===== src/rtl/ag6502_pkg.sv =====
// Shared ALU definitions: op encodings (matching the core's ALU_* values) and
// the serial ALU sequencing states.
package ag6502_pkg;

  localparam logic [2:0] ALU_ORA = 3'd0;
  localparam logic [2:0] ALU_AND = 3'd1;
  localparam logic [2:0] ALU_EOR = 3'd2;
  localparam logic [2:0] ALU_ADC = 3'd3;
  localparam logic [2:0] ALU_ASL = 3'd4;
  localparam logic [2:0] ALU_LSR = 3'd5;
  localparam logic [2:0] ALU_ROL = 3'd6;
  localparam logic [2:0] ALU_ROR = 3'd7;

  typedef enum logic [1:0] {IDLE, EXEC, DONE} state_t;

endpackage


===== src/rtl/ag6502_nibble_add.sv =====
// One-nibble adder with carry; decimal correction is present only when
// AG6502_SERIAL_ALU_DECIMAL_EN is defined.
module ag6502_nibble_add (
  input  logic [3:0] a,
  input  logic [3:0] b,
  input  logic       c_in,
  input  logic       dec,
  input  logic       sub,
  output logic [3:0] s,
  output logic       c_out
);

  logic [4:0] raw;

  assign raw = {1'b0, a} + {1'b0, b} + {4'b0000, c_in};

`ifdef AG6502_SERIAL_ALU_DECIMAL_EN
  // b arrives already inverted when subtracting, so a missing nibble carry means a borrow
  always_comb begin
    s     = raw[3:0];
    c_out = raw[4];
    if (dec && !sub && (raw > 5'd9)) begin
      s     = raw[3:0] + 4'd6;
      c_out = 1'b1;
    end else if (dec && sub && !raw[4]) begin
      s     = raw[3:0] + 4'd10;
      c_out = 1'b0;
    end
  end
`else
  logic unused_mode;

  assign unused_mode = dec ^ sub;
  assign s           = raw[3:0];
  assign c_out       = raw[4];
`endif

endmodule


===== src/rtl/ag6502_serial_alu.sv =====
// Nibble-serial 6502-style ALU: logic/shift ops in one EXEC cycle, ADC one nibble
// per cycle. Decimal mode requires AG6502_SERIAL_ALU_DECIMAL_EN.
module ag6502_serial_alu
  import ag6502_pkg::*;
#(
  parameter int WIDTH = 16
) (
  input  logic             baseclk,
  input  logic             rst,
  input  logic             start,
  input  logic [2:0]       op,
  input  logic             neg,
  input  logic [WIDTH-1:0] a,
  input  logic [WIDTH-1:0] b,
  input  logic             c_in,
  input  logic             d_in,
  output logic             busy,
  output logic             done,
  output logic [WIDTH-1:0] r,
  output logic             c_out,
  output logic             v_out,
  output logic             z_out,
  output logic             n_out
);

  localparam int NIB = WIDTH / 4;
  localparam logic [3:0] LAST_NIB = 4'(NIB - 1);

  state_t           state;
  logic [2:0]       op_q;
  logic             dec_q;
  logic             sub_q;
  logic             carry_q;
  logic [WIDTH-1:0] a_q;
  logic [WIDTH-1:0] b_q;
  logic [3:0]       nib_cnt;
  logic             a_msb;
  logic             b_msb;
  logic [3:0]       nib_sum;
  logic             nib_carry;
  logic [WIDTH-1:0] fin_r;
  logic             fin_c;
  logic             fin_v;
  logic             last_step;

  ag6502_nibble_add u_nibble_add (
    .a     (a_q[3:0]),
    .b     (b_q[3:0]),
    .c_in  (carry_q),
    .dec   (dec_q),
    .sub   (sub_q),
    .s     (nib_sum),
    .c_out (nib_carry)
  );

  // a_q doubles as the ADC result accumulator: sums enter at the top as operand nibbles leave the bottom
  always_comb begin
    fin_r     = a_q;
    fin_c     = 1'b0;
    last_step = 1'b1;
    case (op_q)
      ALU_ORA: fin_r = a_q | b_q;
      ALU_AND: fin_r = a_q & b_q;
      ALU_EOR: fin_r = a_q ^ b_q;
      ALU_ADC: begin
        fin_r     = {nib_sum, a_q[WIDTH-1:4]};
        fin_c     = nib_carry;
        last_step = (nib_cnt == LAST_NIB);
      end
      ALU_ASL: begin
        fin_r = {a_q[WIDTH-2:0], 1'b0};
        fin_c = a_q[WIDTH-1];
      end
      ALU_LSR: begin
        fin_r = {1'b0, a_q[WIDTH-1:1]};
        fin_c = a_q[0];
      end
      ALU_ROL: begin
        fin_r = {a_q[WIDTH-2:0], carry_q};
        fin_c = a_q[WIDTH-1];
      end
      ALU_ROR: begin
        fin_r = {carry_q, a_q[WIDTH-1:1]};
        fin_c = a_q[0];
      end
      default: ;
    endcase
    fin_v = (op_q == ALU_ADC) && (a_msb == b_msb) && (a_msb != fin_r[WIDTH-1]);
  end

`ifndef AG6502_SERIAL_ALU_DECIMAL_EN
  logic unused_din;

  assign unused_din = d_in;
`endif

  always_ff @(posedge baseclk) begin
    if (rst) begin
      state   <= IDLE;
      busy    <= 1'b0;
      done    <= 1'b0;
      r       <= '0;
      c_out   <= 1'b0;
      v_out   <= 1'b0;
      z_out   <= 1'b1;
      n_out   <= 1'b0;
      nib_cnt <= '0;
    end else begin
      case (state)
        IDLE: begin
          if (start) begin
            op_q    <= op;
            sub_q   <= neg;
            a_q     <= a;
            b_q     <= neg ? ~b : b;
            carry_q <= c_in;
`ifdef AG6502_SERIAL_ALU_DECIMAL_EN
            dec_q   <= d_in;
`else
            dec_q   <= 1'b0;
`endif
            a_msb   <= a[WIDTH-1];
            b_msb   <= neg ? ~b[WIDTH-1] : b[WIDTH-1];
            nib_cnt <= '0;
            busy    <= 1'b1;
            state   <= EXEC;
          end
        end
        EXEC: begin
          if (last_step) begin
            r     <= fin_r;
            c_out <= fin_c;
            v_out <= fin_v;
            z_out <= (fin_r == '0);
            n_out <= fin_r[WIDTH-1];
            busy  <= 1'b0;
            done  <= 1'b1;
            state <= DONE;
          end else begin
            a_q     <= {nib_sum, a_q[WIDTH-1:4]};
            b_q     <= b_q >> 4;
            carry_q <= nib_carry;
            nib_cnt <= nib_cnt + 4'd1;
          end
        end
        DONE: begin
          done  <= 1'b0;
          state <= IDLE;
        end
        default: state <= IDLE;
      endcase
    end
  end

endmodule


===== config.mk =====
export PLATFORM = sky130hd
export DESIGN_NAME = ag6502_serial_alu
export DESIGN_NICKNAME = d
export VERILOG_FILES = /design/src/rtl/ag6502_pkg.sv /design/src/rtl/ag6502_nibble_add.sv /design/src/rtl/ag6502_serial_alu.sv
export SDC_FILE = /design/constraint.sdc
export NUM_CORES = 1
export LEC_CHECK = 0
export ABC_AREA = 0
export ABC_CLOCK_PERIOD_IN_PS = 3050
export BUFFER_PORTS_ARGS = -buffer_cell sky130_fd_sc_hd__buf_2
export CORE_ASPECT_RATIO = 0.6
export CORE_UTILIZATION = 40
export DETAILED_ROUTE_END_ITERATION = 8
export PLACE_DENSITY = 0.63
export SYNTH_ARGS = -nofsm -noshare
export SYNTH_HDL_FRONTEND = slang
export SYNTH_SLANG_ARGS = --single-unit

===== constraint.sdc =====
create_clock -name baseclk -period 3.05 [get_ports baseclk]
set_input_delay 0.4575 -clock baseclk [delete_from_list [all_inputs] [get_ports baseclk]]
set_output_delay 0.4575 -clock baseclk [all_outputs]
set_load 0.01 [all_outputs]

==> load_flow_metrics.sql <==
INSERT INTO impl_metrics (metric_group, metric, value, unit) VALUES
('detailed_routing', 'detail_route.drc_violations', '0', ''),
('detailed_routing', 'overall_via_count_from_detail_route', '3344', ''),
('detailed_routing', 'route.antenna.remaining_nets', '0', ''),
('logic_synthesis', 'async_flop_share', '0', '%'),
('cells_and_area', 'postLayoutCellArea', '4910', 'sq um'),
('logic_synthesis', 'cell_taking_the_most_area_after_synthesis', 'edfxtp_1', ''),
('grt', 'grt_usage', '21.5', '%'),
('logic_synthesis', 'synth.avg_cell_area', '9.24', 'sq um'),
('clock_network', 'cts_hold_repair.buffers', '0', ''),
('place', 'place_hpwl', '8.25', 'mm'),
('logic_synthesis', 'synth_cells', '453', ''),
('timing', 'final.min_clock_period', '2.70', 'ns'),
('critical_path', 'crit_path_max_fanout', '5', ''),
('cells_and_area', 'share_of_final_layout_standard_cells_stronger_than_drive_strength_1', '19.3', '%'),
('hold_path', 'hold_path.class', 'primary input to register', ''),
('cells_and_area', 'fillers', '981', ''),
('pwr', 'pwr_density_cell', '500', 'nW/um^2'),
('logic_synthesis', 'ranking_of_synthesized_cells_by_instance_count', 'nand2_1 (64), inv_1 (45), edfxtp_1 (38)', ''),
('die', 'die_area', '10900', 'sq um'),
('logic_synthesis', 'number_of_library_cell_types_mapped_by_synthesis', '51', ''),
('logic_synthesis', 'synth.net_count', '529', ''),
('critical_path', 'worstSetupEndpointType', 'register', ''),
('pwr', 'vdd.ir_drop.worst', '0.381', 'mV'),
('timing', 'final_hold_viol_count', '0', ''),
('timing', 'grt_setup_unrepaired', 'false', ''),
('timing', 'max_clock_freq', '370', 'MHz'),
('place', 'gp_congestion', '0.888', ''),
('clock_network', 'root_driver', 'clkbuf_16', ''),
('clock_network', 'clock_sink_count', '65', ''),
('logic_synthesis', 'synthFlopType', 'edfxtp_1', ''),
('die', 'start_util', '41.8', '%'),
('logic_synthesis', 'synthMostInstantiatedCell', 'nand2_1', ''),
('die', 'rows', '28', ''),
('logic_synthesis', 'number_of_enable_type_register_cells_in_the_synthesized_netlist', '38', ''),
('logic_synthesis', 'synth.top_cell.area_share', '27.2', '%'),
('detailed_routing', 'post_drt_wl_per_cell', '16.7', 'um'),
('cells_and_area', 'insertedDiodeCount', '0', ''),
('critical_path', 'timing.critical_path.from_type', 'register', ''),
('logic_synthesis', 'yosys_register_bits', '65', ''),
('timing', 'setup-violations-final', '0', ''),
('die', 'io_pins', '63', ''),
('run_status', 'result_of_the_run', 'finished clean', ''),
('clock_network', 'h_tree_depth_reported_by_cts', '3', ''),
('clock_network', 'cts_max_path_buffers', '2', ''),
('grt', 'first_global_vias', '3138', ''),
('clock_network', 'cts_tree', 'done', ''),
('critical_path', 'critical_path_required', '3.27', 'ns'),
('detailed_routing', 'initialDrtViolationCount', '290', ''),
('die', 'die_span_in_x', '134', 'um'),
('pwr', 'fin_total_pwr', '2.45', 'mW'),
('die', 'placeable_core_region', '10000', 'sq um'),
('timing', 'hold_ws', '0.290', 'ns'),
('detailed_routing', 'detail_route.vias_per_cell', '5.19', ''),
('grt', 'grt.overflow.total', '0', ''),
('grt', 'grt_pass1_wl', '17.2', 'mm'),
('detailed_routing', 'detail_route.first_pass.iterations', '6', ''),
('timing', 'finClkSkew', '0.00788', 'ns'),
('clock_network', 'cts_setup_buffers', '0', ''),
('grt', 'grt_start_max_net_pins', '60', ''),
('logic_synthesis', 'synth_top_cells_by_area', 'edfxtp_1 (27%), dfxtp_1 (13%), ha_1 (9.9%)', ''),
('cells_and_area', 'finish.net_count', '580', ''),
('timing', 'finalSetupTns', '0', 'ns'),
('timing', 'report.final.slew_viol_count', '0', ''),
('clock_network', 'tritoncts.num_buffers', '9', ''),
('logic_synthesis', 'synth.yosys.seq_area_share', '40.2', '%'),
('cells_and_area', 'layout-area-overhead-vs-synth', '17.1', '%'),
('cells_and_area', 'layout.core_utilization', '49.0', '%'),
('cells_and_area', 'multi_input_gate_area', '2210', 'sq um'),
('flow_run', 'maxCapViolCount', '0', ''),
('logic_synthesis', 'synth.yosys.warnings', '0', ''),
('timing', 'max_slew_margin', '57.3', '%');
-- registers in the layout, indices dropped and copies added, names as in the netlist --
signal / count
busy: 1
op_q: 3
b_q: 16
a_q: 16
state: 2
z_out: 1
b_msb: 1
r: 16
carry_q: 1
nib_cnt: 4
v_out: 1
a_msb: 1
c_out: 1
done: 1
-- through the flow --
stage | std cells | setup slack, ns
after CTS | 644 | 0.378
final | 644 | 0.349
after global routing | 644 | 0.247
after floorplan | 453 | 0.380
after global placement | 628 | 0.450
after detailed placement | 628 | 0.390
-- final timing paths --
path | endpoint | cells past startpoint | start | slack (ns)
worst max-delay path | z_out$_SDFFE_PP1P_ | 8 | a_q[0]$_DFFE_PP_ | 0.35
worst min-delay path | op_q[0]$_DFFE_PP_ | 1 | op[0] | 0.29
worst max register to register | z_out$_SDFFE_PP1P_ | 8 | a_q[0]$_DFFE_PP_ | 0.35
worst min register to register | r[7]$_SDFFE_PP0P_ | 2 | r[7]$_SDFFE_PP0P_ | 0.45
-- area by class of cell --
cell class,instances,share of cell area [%]
timing repair buffer,68,7.80
tap,135,3.44
multi-input combinational,314,45.1
clock inverter,6,1.20
inverter,46,3.52
sequential,65,34.3
clock buffer,10,4.67
-- cell usage in the layout, fill, tap and decap left out, types with 9 or more instances in the layout --
master	count
edfxtp_1	38
ha_1	33
nor2_1	30
nand2_1	64
clkbuf_16	9
a21oi_1	25
xor2_1	16
mux2i_1	20
buf_2	61
o21ai_0	33
o211ai_1	9
inv_1	45
dfxtp_1	27
-- cell families (layout without fill, tap and decap cells) --
kind of cell,count (synthesis),count (layout),synth area share [%]
and+or+nand+nor,140,140,15.7
AOI/OAI and AO/OA,92,92,13.4
buffers and inverters,74,130,7.14
DFF,65,65,40.2
adders and majority gates,35,35,10.8
muxes,28,28,8.81
xor gates and xnor gates,19,19,3.97
-- layer usage --
metal / share of wire (%) / routed length, um / global-route usage (%) / vias to the layer above
met1: 51 / 5450 / 31.3 / 1558
met4: 1.3 / 135 / 6.63 / 0
met3: 6.9 / 744 / 5.37 / 15
met2: 41 / 4410 / 31.0 / 110
met5: 0 / 0 / 0 / -
li1: - / - / - / 1661
-- worst max-delay path, cell delays in order, from the launching register on --
cell      delay [ns]
edfxtp_1        0.51
fa_1            0.48
inv_1           0.08
fa_1            0.50
mux4_2          0.51
o21ai_0         0.28
nor2_1          0.07
nand4b_1        0.09
o21ai_1         0.07
-- power by group --
part	internal (mW)	total, mW	switching [mW]
combinational	0.168	0.408	0.240
sequential	0.993	1.04	0.0433
clock	0.626	1.01	0.381
total	1.79	2.45	0.665
No activity file was read; power rests on OpenSTA's default activity.
